==> config.mk <==
export PLATFORM = sky130hd
export DESIGN_NAME = lcd_bus_monitor
export DESIGN_NICKNAME = d
export VERILOG_FILES = /design/src/rtl/lcd_bus_monitor.sv
export SDC_FILE = /design/constraint.sdc
export NUM_CORES = 1
export LEC_CHECK = 0
export BUFFER_PORTS_ARGS = -buffer_cell sky130_fd_sc_hd__buf_2
export CAP_MARGIN = 30
export CORE_ASPECT_RATIO = 1.25
export CORE_MARGIN = 2
export CORE_UTILIZATION = 35
export CTS_CLUSTER_SIZE = 16
export DETAILED_ROUTE_END_ITERATION = 6
export MAX_ROUTING_LAYER = met4
export PLACE_DENSITY = 0.69
export SKIP_LAST_GASP = 1
export SYNTH_ARGS = -nofsm -noshare
export SYNTH_HDL_FRONTEND = slang
export SYNTH_SLANG_ARGS = --single-unit
==> constraint.sdc <==
create_clock -name clk -period 10.52 [get_ports clk]
set_input_delay 2.104 -clock clk [delete_from_list [all_inputs] [get_ports clk]]
set_output_delay 2.104 -clock clk [all_outputs]
set_load 0.005 [all_outputs]
==> src/rtl/lcd_bus_monitor.sv <==
// -----------------------------------------------------------------------------
// lcd_bus_monitor
// Passive receiver for an HD44780-style parallel LCD bus. It decodes every
// falling EN strobe as an instruction or a data write and keeps a 2x16 shadow
// of the visible DDRAM.
//
// Ports:
//   clk, rst          system clock, asynchronous active-high reset
//   LCD_DATA[7:0]     bus data
//   LCD_RS            0 = instruction, 1 = data
//   LCD_RW            0 = write, 1 = read (reads are ignored)
//   LCD_EN            strobe, acted on at its falling edge
//   LCD_ON            panel power, strobes ignored while low
//   line_1/line_2     shadow of DDRAM 0x00-0x0F / 0x40-0x4F, index 0 = leftmost
//   addr              DDRAM address counter
//   display_on        D bit of the last Display Control instruction
//   frame_done        one-cycle pulse on a data write landing at 0x4F
//   err_4bit          sticky, Function Set seen with DL = 0
//   err_addr          sticky, Set DDRAM Address outside the valid ranges
// -----------------------------------------------------------------------------
module lcd_bus_monitor #(
    parameter int         SYNC_STAGES = 2,
    parameter logic [7:0] BLANK_CHAR  = 8'h20
) (
    input  logic              clk,
    input  logic              rst,
    input  logic [7:0]        LCD_DATA,
    input  logic              LCD_RS,
    input  logic              LCD_RW,
    input  logic              LCD_EN,
    input  logic              LCD_ON,
    output logic [15:0][7:0]  line_1,
    output logic [15:0][7:0]  line_2,
    output logic [6:0]        addr,
    output logic              display_on,
    output logic              frame_done,
    output logic              err_4bit,
    output logic              err_addr
);

    localparam int STAGES = (SYNC_STAGES < 2) ? 2 : SYNC_STAGES;
    localparam int BUS_W  = 12;

    // Bus packing inside the synchroniser: {on, en, rs, rw, data[7:0]}
    logic [STAGES-1:0][BUS_W-1:0] sync_r;
    logic [BUS_W-1:0]             bus_s;
    logic                         en_prev_r;
    logic                         strobe_s;
    logic                         inc_mode_r;
    logic                         cgram_mode_r;

    logic [15:0][7:0] line_1_s;
    logic [15:0][7:0] line_2_s;
    logic [6:0]       addr_s;
    logic             display_on_s;
    logic             frame_done_s;
    logic             err_4bit_s;
    logic             err_addr_s;
    logic             inc_mode_s;
    logic             cgram_mode_s;

    // DDRAM addresses that exist on a 2-line controller
    function automatic logic addr_valid(input logic [6:0] a);
        return (a <= 7'h27) || ((a >= 7'h40) && (a <= 7'h67));
    endfunction

    // Increment with the 2-line wrap (end of line 1 -> line 2 -> line 1)
    function automatic logic [6:0] addr_inc(input logic [6:0] a);
        if (a == 7'h27) begin
            return 7'h40;
        end else if (a == 7'h67) begin
            return 7'h00;
        end else begin
            return a + 7'd1;
        end
    endfunction

    // Decrement with the 2-line wrap
    function automatic logic [6:0] addr_dec(input logic [6:0] a);
        if (a == 7'h00) begin
            return 7'h67;
        end else if (a == 7'h40) begin
            return 7'h27;
        end else begin
            return a - 7'd1;
        end
    endfunction

    assign bus_s    = sync_r[STAGES-1];
    assign strobe_s = en_prev_r & ~bus_s[10];

    // Input synchroniser chain and EN history for falling-edge detection
    always_ff @(posedge clk or posedge rst) begin
        if (rst) begin
            sync_r    <= '0;
            en_prev_r <= 1'b0;
        end else begin
            sync_r    <= {sync_r[STAGES-2:0], {LCD_ON, LCD_EN, LCD_RS, LCD_RW, LCD_DATA}};
            en_prev_r <= bus_s[10];
        end
    end

    // Decode of one strobe into the next shadow/address/flag state
    always_comb begin
        line_1_s     = line_1;
        line_2_s     = line_2;
        addr_s       = addr;
        display_on_s = display_on;
        frame_done_s = 1'b0;
        err_4bit_s   = err_4bit;
        err_addr_s   = err_addr;
        inc_mode_s   = inc_mode_r;
        cgram_mode_s = cgram_mode_r;

        if (strobe_s && bus_s[11] && !bus_s[8]) begin
            if (!bus_s[9]) begin
                casez (bus_s[7:0])
                    8'b1???????: begin
                        addr_s       = bus_s[6:0];
                        cgram_mode_s = 1'b0;
                        if (!addr_valid(bus_s[6:0])) begin
                            err_addr_s = 1'b1;
                        end else begin
                            err_addr_s = err_addr;
                        end
                    end
                    8'b01??????: cgram_mode_s = 1'b1;
                    8'b001?????: begin
                        if (!bus_s[4]) begin
                            err_4bit_s = 1'b1;
                        end else begin
                            err_4bit_s = err_4bit;
                        end
                    end
                    8'b0001????: begin
                        // S = 1 is a display shift, which the shadow does not model
                        if (bus_s[3]) begin
                            addr_s = addr;
                        end else if (bus_s[2]) begin
                            addr_s = addr_inc(addr);
                        end else begin
                            addr_s = addr_dec(addr);
                        end
                    end
                    8'b00001???: display_on_s = bus_s[2];
                    8'b000001??: inc_mode_s   = bus_s[1];
                    8'b0000001?: addr_s       = 7'h00;
                    8'b00000001: begin
                        line_1_s   = {16{BLANK_CHAR}};
                        line_2_s   = {16{BLANK_CHAR}};
                        addr_s     = 7'h00;
                        inc_mode_s = 1'b1;
                    end
                    default: addr_s = addr;
                endcase
            end else if (cgram_mode_r) begin
                addr_s = addr;
            end else begin
                // Only the two visible windows are shadowed; other writes are dropped
                if (addr[6:4] == 3'b000) begin
                    line_1_s[addr[3:0]] = bus_s[7:0];
                end else if (addr[6:4] == 3'b100) begin
                    line_2_s[addr[3:0]] = bus_s[7:0];
                    frame_done_s        = (addr[3:0] == 4'hF);
                end else begin
                    frame_done_s = 1'b0;
                end
                if (inc_mode_r) begin
                    addr_s = addr_inc(addr);
                end else begin
                    addr_s = addr_dec(addr);
                end
            end
        end else begin
            frame_done_s = 1'b0;
        end
    end

    // Registered shadow, address counter, modes and flags
    always_ff @(posedge clk or posedge rst) begin
        if (rst) begin
            line_1       <= {16{BLANK_CHAR}};
            line_2       <= {16{BLANK_CHAR}};
            addr         <= 7'h00;
            display_on   <= 1'b0;
            frame_done   <= 1'b0;
            err_4bit     <= 1'b0;
            err_addr     <= 1'b0;
            inc_mode_r   <= 1'b1;
            cgram_mode_r <= 1'b0;
        end else begin
            line_1       <= line_1_s;
            line_2       <= line_2_s;
            addr         <= addr_s;
            display_on   <= display_on_s;
            frame_done   <= frame_done_s;
            err_4bit     <= err_4bit_s;
            err_addr     <= err_addr_s;
            inc_mode_r   <= inc_mode_s;
            cgram_mode_r <= cgram_mode_s;
        end
    end

endmodule

==> metrics.md, run 1 <==
| Metric | Value |
|---|---|
| Worst-Margin Slew | between 1 and 1.5 ns |
| GR Util All Layers | about 22% |
| Critical path cell sequence | buf_2 |
| CP Max Fanout | 20 |
| Critical path's top delay family | flip-flops |
| Status | finished, violations left |
| WS Path Type | reg2out |
| Vias in the first global route | between 9,000 and 10,000 |
| Worst Path Arrival | ~1.6 ns |
| # port buffers | between 200 and 300 |
| GPL Wtd Cong | between 0.8 and 0.9 |
| TNS Setup | 0 ns |
| Failing checks | design-rule violations |
| VDD IR-drop max | roughly 0.0001 V |
| Setup violators final | 0 |
| RR Endpoint | line_2[64]$_DFFE_PP0P_ |
| Worst Skew | approximately 0.012 ns |
| Fmax | ~270 MHz |
| Switching pwr | ~0.74 mW |
| Crit path to | addr[2] |
| Setup bufs post-CTS | 0 |
| Fillcell total | 3,074 |
| Area of placed instances | between 10,000 and 15,000 um^2 |
| Design Area, Final | 14,600 um^2 |
| Clock tree buffer depth | 3 |
| Clock slew at reported path FFs | approximately 0.060 ns |
| Area of the core | between 30,000 and 40,000 um^2 |
| Worst skew pair latency | about 0.57 ns |
| Area of the mapped netlist | approximately 12,000 um^2 |
| Seq cells post-synth | 294 |
| Fraction of layout cells with a size suffix above 1 | about a third |
| R2R setup slack | 7.25 ns |
| Post-cts sizing count | 0 |
| Slew HR | 25.7% |
| Routed vias | approximately 9,300 |
| Final period util | between 30% and 40% |
| H-tree Lvls | 1 |
| Flop pwr share | around 47% |
| CP Buf/Inv Count | 1 |
| Critical Path Start Type | flip-flop |
| FF-to-FF Start | bus_s[9]$_DFF_PP0_ |
| Largest stage delay on the critical path | about 0.74 ns |
| Root buf cell | clkbuf_16 |
| Largest net degree at the start of global routing | 134 |
| CTS Sinks | roughly 290 |
| Num CTS Buffers | 30 |
| Ys async rst share | 100% |
| GRT Residual Overflow | 0 |
| Cells on worst reg2reg path | 6 |
| Synth Flop Type | dfrtp_1 |
| Die height | 208 um |
| Max cap viols | 0 |
| DP HPWL | 25,600 um |
| Tmin final | ~3.7 ns |
| Max Transition Viols Final | 0 |
| Drt pass-1 iters | 7 |
| Initial DRC Count | between 800 and 900 |
| Post-route DRC | 18 |
| First-pass GRT wire length | approximately 57,000 um |
| Mapped Avg Cell Area | around 12 um^2 |
| IO Pins | 281 |
| Crit path required time | ~8.4 ns |
| Slowest library cell on the worst path | dfrtp_1 |
| Vias per inst | about 5.6 |
| Comb pwr share | around 12% |
| EDFF count, synth | 0 |
| Sw Share | between 20% and 30% |
| PD cells | approximately 190 nW/um^2 |
| Die width | 167 um |
| Leakage | between 7 and 8 nW |
| Final Non-Filler Cells | roughly 1,700 |
| Total power | ~2.7 mW |
| Crit path from | addr[2]$_DFFE_PP0P_ |
| Synth warn | 0 |
| Inst Count DP | around 1,600 |
| Initial antenna violation count | 0 |
| Fin nets | approximately 1,200 |
| Cell depth of the worst setup path | 1 |
| Int Power | about 2 mW |
| Most frequent cells in the layout | 280 x buf_2, 260 x dfrtp_1, 112 x o2bb2ai_1 |
| Syn_nets | 980 |
| Area grow syn2layout | 24.9% |
| Row cnt | 74 |
| ANT cells | 0 |
| CTS tree | built |
| Final hold vios | 0 |
| Post-DRT Antenna Nets | 0 |
| Hold slack | around 0.34 ns |
| Worst Setup End Kind | primary output |
| Register area share after synthesis | between 60% and 70% |
| Final WL | ~37,000 um |
| Commonest non-fill, non-tap cell in the layout | buf_2 |
| Distinct cells, synth | 62 |
| Initial core utilization | a little over a third |
| Wire per inst | about 22 um |
| Mapped Cells | about 960 |
| Worst min path class | reg2reg |
| Clk pwr share | 41.2% |
| Die area | 34,800 um^2 |
| RSZ-0062 raised after global routing | false |
| Cts hold-fix bufs | 0 |
-- synthesized netlist by cell type, types with 2 or more instances --
master / instances / area, um^2
dfrtp_1: 261 / 6530
o2bb2ai_1: 112 / 981
nand2_1: 100 / 375
a22o_1: 74 / 648
o21ai_0: 53 / 265
nand3_1: 48 / 240
clkbuf_1: 46 / 173
a21oi_1: 33 / 165
dfstp_2: 33 / 867
nor2_1: 25 / 93.8
inv_1: 18 / 67.6
nand3b_1: 16 / 120
nand2_2: 14 / 87.6
a2bb2oi_1: 11 / 96.3
buf_2: 10 / 50.1
a31oi_1: 8 / 50.1
nor2_2: 8 / 50.1
nand2_4: 6 / 67.6
ha_1: 5 / 62.6
nor3_1: 5 / 25.0
buf_4: 4 / 30.0
nand3_2: 4 / 40.0
nand4_1: 4 / 25.0
nor3b_1: 4 / 30.0
o211a_1: 4 / 40.0
a31o_2: 3 / 26.3
and2_1: 3 / 18.8
and3_1: 3 / 18.8
buf_1: 3 / 11.3
nor2b_1: 3 / 18.8
xnor2_1: 3 / 26.3
a31o_1: 2 / 17.5
buf_6: 2 / 22.5
mux2i_1: 2 / 20.0
nand2b_1: 2 / 12.5
o32ai_1: 2 / 17.5
or3_1: 2 / 12.5
-- power by group through the flow --
stage          sequential (mW)  clock [mW]  combinational (mW)
6_report                  1.26        1.11               0.328
2_1_floorplan             1.25           0               0.217
4_1_cts                   1.26        1.13               0.329
3_5_place_dp              1.28           0               0.328
3_3_place_gp              1.28           0               0.320
5_1_grt                   1.27        1.18               0.359
-- cell families (layout without fill, tap and decap cells) --
group                      count (synthesis)  in the layout  synth area share, %
AOI/OAI and AO/OA                        315            315                 20.8
DFF                                      294            294                 63.5
and+or+nand+nor                          255            255                 11.4
buffers and inverters                     85            373                 3.20
adders and majority gates                  5              5                0.537
xor gates and xnor gates                   4              4                0.301
muxes                                      3              3                0.268
-- sequential cells by signal, summed over array words and instances (netlist names) --
signal and flops:
line_1 128, line_2 128, bus_s 12, sync_r 12, addr 7, cgram_mode_r 1
display_on 1, en_prev_r 1, err_4bit 1, err_addr 1, frame_done 1, inc_mode_r 1
-- worst min-delay path by stage --
stage	from	end	slack (ns)	cells after the start
after floorplan	sync_r[0]$_DFF_PP0_	bus_s[0]$_DFF_PP0_	0.33	0
after global placement	sync_r[8]$_DFF_PP0_	bus_s[8]$_DFF_PP0_	0.33	0
after detailed placement	sync_r[3]$_DFF_PP0_	bus_s[3]$_DFF_PP0_	0.34	0
after CTS	sync_r[11]$_DFF_PP0_	bus_s[11]$_DFF_PP0_	0.35	0
after global routing	sync_r[5]$_DFF_PP0_	bus_s[5]$_DFF_PP0_	0.36	0
final	sync_r[10]$_DFF_PP0_	bus_s[10]$_DFF_PP0_	0.34	0
-- per-stage QoR --
step           setup slack (ns)  util (%)
2_1_floorplan             0.351         -
3_3_place_gp               6.44      40.8
3_5_place_dp               6.60      41.2
4_1_cts                    6.84      44.3
5_1_grt                    6.78      44.4
6_report                   6.85      44.4
-- per-layer routing --
layer / share of wire [%] / global-route usage [%]
met1: 43 / 28.6
met2: 46 / 32.9
met3: 5.9 / 3.10
met4: 4.5 / 9.60
met5: 0 / -
-- area by class of cell --
class,instances,area (um^2),share of cell area (%)
repair buffers,298,1630,11.2
clock inverters,11,121,0.834
inverters,19,78.8,0.541
clock buffers,45,918,6.31
well taps,418,523,3.59
flip-flops and latches,294,7400,50.8
multi-input cells,582,3890,26.7
(Power assumes the default switching activity.)
==> inputs of run 2 (changes only) <==
--- a/config.mk
+++ b/config.mk
@@ -5,6 +5,7 @@
 export SDC_FILE = /design/constraint.sdc
 export NUM_CORES = 1
 export LEC_CHECK = 0
+export ABC_AREA = 1
 export BUFFER_PORTS_ARGS = -buffer_cell sky130_fd_sc_hd__buf_2
 export CAP_MARGIN = 30
 export CORE_ASPECT_RATIO = 1.25
@@ -13,7 +14,7 @@
 export CTS_CLUSTER_SIZE = 16
 export DETAILED_ROUTE_END_ITERATION = 6
 export MAX_ROUTING_LAYER = met4
-export PLACE_DENSITY = 0.69
+export PLACE_DENSITY = 0.67
 export SKIP_LAST_GASP = 1
 export SYNTH_ARGS = -nofsm -noshare
 export SYNTH_HDL_FRONTEND = slang
==> constraint.sdc (replaced) <==
create_clock -name clk -period 3.6 [get_ports clk]
set_input_delay 0.72 -clock clk [delete_from_list [all_inputs] [get_ports clk]]
set_output_delay 0.72 -clock clk [all_outputs]
set_load 0.005 [all_outputs]
==> run 2 against run 1 <==
Against the previous run: the run now ends clean; global-route usage hardly changed; cell area increased by 5.2%; non-clock buffer count grew 1.
==> metrics.md, run 2 <==
| Metric | Value |
|---|---|
| Hold path depth | 1 (+1) |
| Crit path to | line_1[81]$_DFFE_PP0P_ |
| Num CTS Buffers | 31 (+3.3%) |
| Area of placed instances | 14,300 um^2 (+5.6%) |
| VDD IR-drop max | 0.000387 V (+290%) |
| Slew HR | 18.3% (-7.4 points) |
| Area grow syn2layout | 23.7% |
| Area of the core | 35,200 um^2 (+7.3%) |
| Fmax | around 380 MHz |
| Post-cts sizing count | 0 (unchanged) |
| Initial antenna violation count | 0 (unchanged) |
| Crit path from | bus_s[9]$_DFF_PP0_ |
| Final hold vios | 0 (unchanged) |
| GRT Residual Overflow | 0 (unchanged) |
| Seq cells post-synth | 294 (unchanged) |
| Post-route DRC | 0 (-18) |
| TNS Setup | 0 ns (unchanged) |
| Worst min path class | in2reg |
| Mapped Cells | 1,487 (+55%) |
| Pre-CTS WS | 0.984 ns (-5.61 ns) |
| Setup bufs post-CTS | 0 (unchanged) |
| PD cells | 532 nW/um^2 (+190%) |
| H-tree Lvls | 1 (unchanged) |
| Vias in the first global route | 10,600 (+16%) |
| CP Max Fanout | 61 (+200%) |
| Status | finished clean |
| CTS tree | built |
| Synth top area share | 52.7% (-3.3 points) |
| Slowest library cell on the worst path | and2_4 |
| RR Endpoint | line_1[81]$_DFFE_PP0P_ |
| Vias per inst | 4.83 (-13%) |
| Worst skew pair latency | 0.57 ns (about the same) |
| Count leader, synth | nand2_1 |
| ANT cells | 0 (unchanged) |
| Inst Count DP | 2,205 (+37%) |
| Register area share after synthesis | 59.7% (-3.7 points) |
| Leading registers by flop count | line_1 (128), line_2 (128) |
| Final period util | between 70% and 80% |
| Cells on worst reg2reg path | 7 (+1) |
| Commonest cells in the synthesized netlist | 827 x nand2_1, 261 x dfrtp_1, 136 x nor2_1 |
| CTS Sinks | 294 (unchanged) |
| Ys async rst share | 100% (unchanged) |
| Most frequent cells in the layout | 826 x nand2_1, 280 x buf_2, 261 x dfrtp_1 |
| Root buf cell | clkbuf_16 |
| Final Non-Filler Cells | 2,263 (+36%) |
| CP Buf/Inv Count | 2 (+1) |
| Distinct cells, synth | 29 (-53%) |
| Cts hold-fix bufs | 0 (unchanged) |
| Routed vias | 10,900 (+18%) |
| Clock tree buffer depth | 3 (unchanged) |
| Critical Path Start Type | flip-flop |
| Largest stage delay on the critical path | 0.71 ns (-0.03 ns) |
| Commonest non-fill, non-tap cell in the layout | nand2_1 |
| Synth top area cells | dfrtp_1 53%, nand2_1 25%, dfstp_2 7.0% |
| Largest net degree at the start of global routing | 192 (+43%) |
| Max Transition Viols Final | 0 (unchanged) |
| EDFF count, synth | 0 (unchanged) |
| Fraction of layout cells with a size suffix above 1 | 22.1% (-12 points) |
| Syn_nets | 1,506 (+54%) |
| Leakage | 8.93 nW (+24%) |
| RSZ-0062 raised after global routing | false |
| Initial DRC Count | 1,061 (+31%) |
| Critical path's top delay family | simple AND/OR/NAND/NOR gates |
| Crit path required time | 4.10 ns (-4.32 ns) |
| R2R setup slack | 0.95 ns (-6.30 ns) |
| First-pass GRT wire length | 60,300 um (+6.5%) |
| Clock slew at reported path FFs | 0.06 ns (about the same) |
| Hold slack | 0.253 ns (-0.0902 ns) |
| Setup violators final | 0 (unchanged) |
| GR Util All Layers | 21.5% (about the same) |
| Row cnt | 77 (+4.1%) |
| Setup ws final | 0.953 ns (-5.89 ns) |
| Max cap viols | 0 (unchanged) |
| Final WL | 38,700 um (+4.5%) |
| Die area | 36,900 um^2 (+6.1%) |
| Initial core utilization | 35.2% (-0.34 points) |
| GPL Wtd Cong | 0.906 (+1.6%) |
| Wire per inst | 17.1 um (-23%) |
| Mapped Avg Cell Area | 8.33 um^2 (-31%) |
| CP most frequent cell | nand2_1 |
| Post-DRT Antenna Nets | 0 (unchanged) |
| Drt pass-1 iters | 5 (-2) |
| Worst Path Arrival | 3.14 ns (+1.57 ns) |
| IO Pins | 281 (unchanged) |
| FF-to-FF Start | bus_s[9]$_DFF_PP0_ |
| Fillcell total | 3,461 (+13%) |
| Synth Flop Type | dfrtp_1 |
| Cell depth of the worst setup path | 7 (+6) |
| Critical path cell sequence | inv_1, nand4_1, o21ai_4, and2_4, buf_4, nand2_1, nand2_1 |
| DP HPWL | 27,300 um (+6.4%) |
| Die height | 214 um (+3.0%) |
| Synth warn | 0 (unchanged) |
| Worst Skew | 0.0117 ns (-0.0000625 ns) |
| Worst Setup End Kind | flip-flop |
| Design Area, Final | 15,300 um^2 (+5.2%) |
| Tmin final | between 2 and 3 ns |
| WS Path Type | reg2reg |
| Cell taking the most area after synthesis | dfrtp_1 |
| # port buffers | 280 (unchanged) |
| Fin nets | 1,783 (+43%) |
| Worst-Margin Slew | 1.23 ns (+0.110 ns) |
| Area of the mapped netlist | 12,400 um^2 (+6.3%) |
| Die width | 172 um (+3.0%) |
## run 2: worst min-delay path by stage
stage / from / end / slack, ns
after floorplan: sync_r[0]$_DFF_PP0_ / bus_s[0]$_DFF_PP0_ / 0.33
after global placement: sync_r[11]$_DFF_PP0_ / bus_s[11]$_DFF_PP0_ / 0.33
after detailed placement: sync_r[10]$_DFF_PP0_ / bus_s[10]$_DFF_PP0_ / 0.33
after CTS: LCD_DATA[0] / sync_r[0]$_DFF_PP0_ / 0.23
after global routing: LCD_DATA[0] / sync_r[0]$_DFF_PP0_ / 0.23
final: LCD_RS / sync_r[9]$_DFF_PP0_ / 0.25
## run 2: per-stage QoR
stage | power, mW | util [%]
2_1_floorplan | 4.38 | -
3_3_place_gp | 4.87 | 40.2
3_5_place_dp | 4.90 | 40.5
4_1_cts | 8.22 | 43.6
5_1_grt | 8.49 | 43.6
6_report | 8.14 | 43.6
## run 2: cell families (layout without fill, tap and decap cells)
kind of cell | count (synthesis) | in the layout | synth area share, %
and+or+nand+nor | 1069 | 1069 | 33.9
AOI/OAI and AO/OA | 29 | 29 | 1.38
buffers and inverters | 86 | 388 | 4.14
xor gates and xnor gates | 4 | 4 | 0.283
adders and majority gates | 5 | 5 | 0.505
DFF | 294 | 294 | 59.7
## run 2: area by class of cell
class | count | area [um^2] | area share (%)
flip-flops and latches | 294 | 7400 | 48.3
multi-input cells | 1107 | 4500 | 29.4
repair buffers | 299 | 1640 | 10.7
clock buffers | 45 | 908 | 5.93
well taps | 474 | 593 | 3.87
clock inverters | 13 | 154 | 1.00
inverters | 31 | 120 | 0.784
## run 2: metal layers
metal / GRT usage (%) / part of all wire, % / vias to the layer above
li1: - / - / 5181
met5: - / 0 / -
met4: 8.07 / 3.7 / 0
met3: 3.56 / 6.5 / 78
met2: 35.1 / 49 / 441
met1: 26.7 / 41 / 5236
## run 2: power breakdown
| group | internal (mW) | switching [mW] |
|---|---|---|
| logic | 0.343 | 0.716 |
| clock network | 1.97 | 1.34 |
| registers | 3.58 | 0.192 |
## run 2: worst register-to-register path, stage by stage, from the launching register on
cell     delay (ns)
dfrtp_1        0.38
inv_1          0.37
nand4_1        0.25
o21ai_4        0.30
and2_4         0.71
buf_4          0.41
nand2_1        0.09
nand2_1        0.07
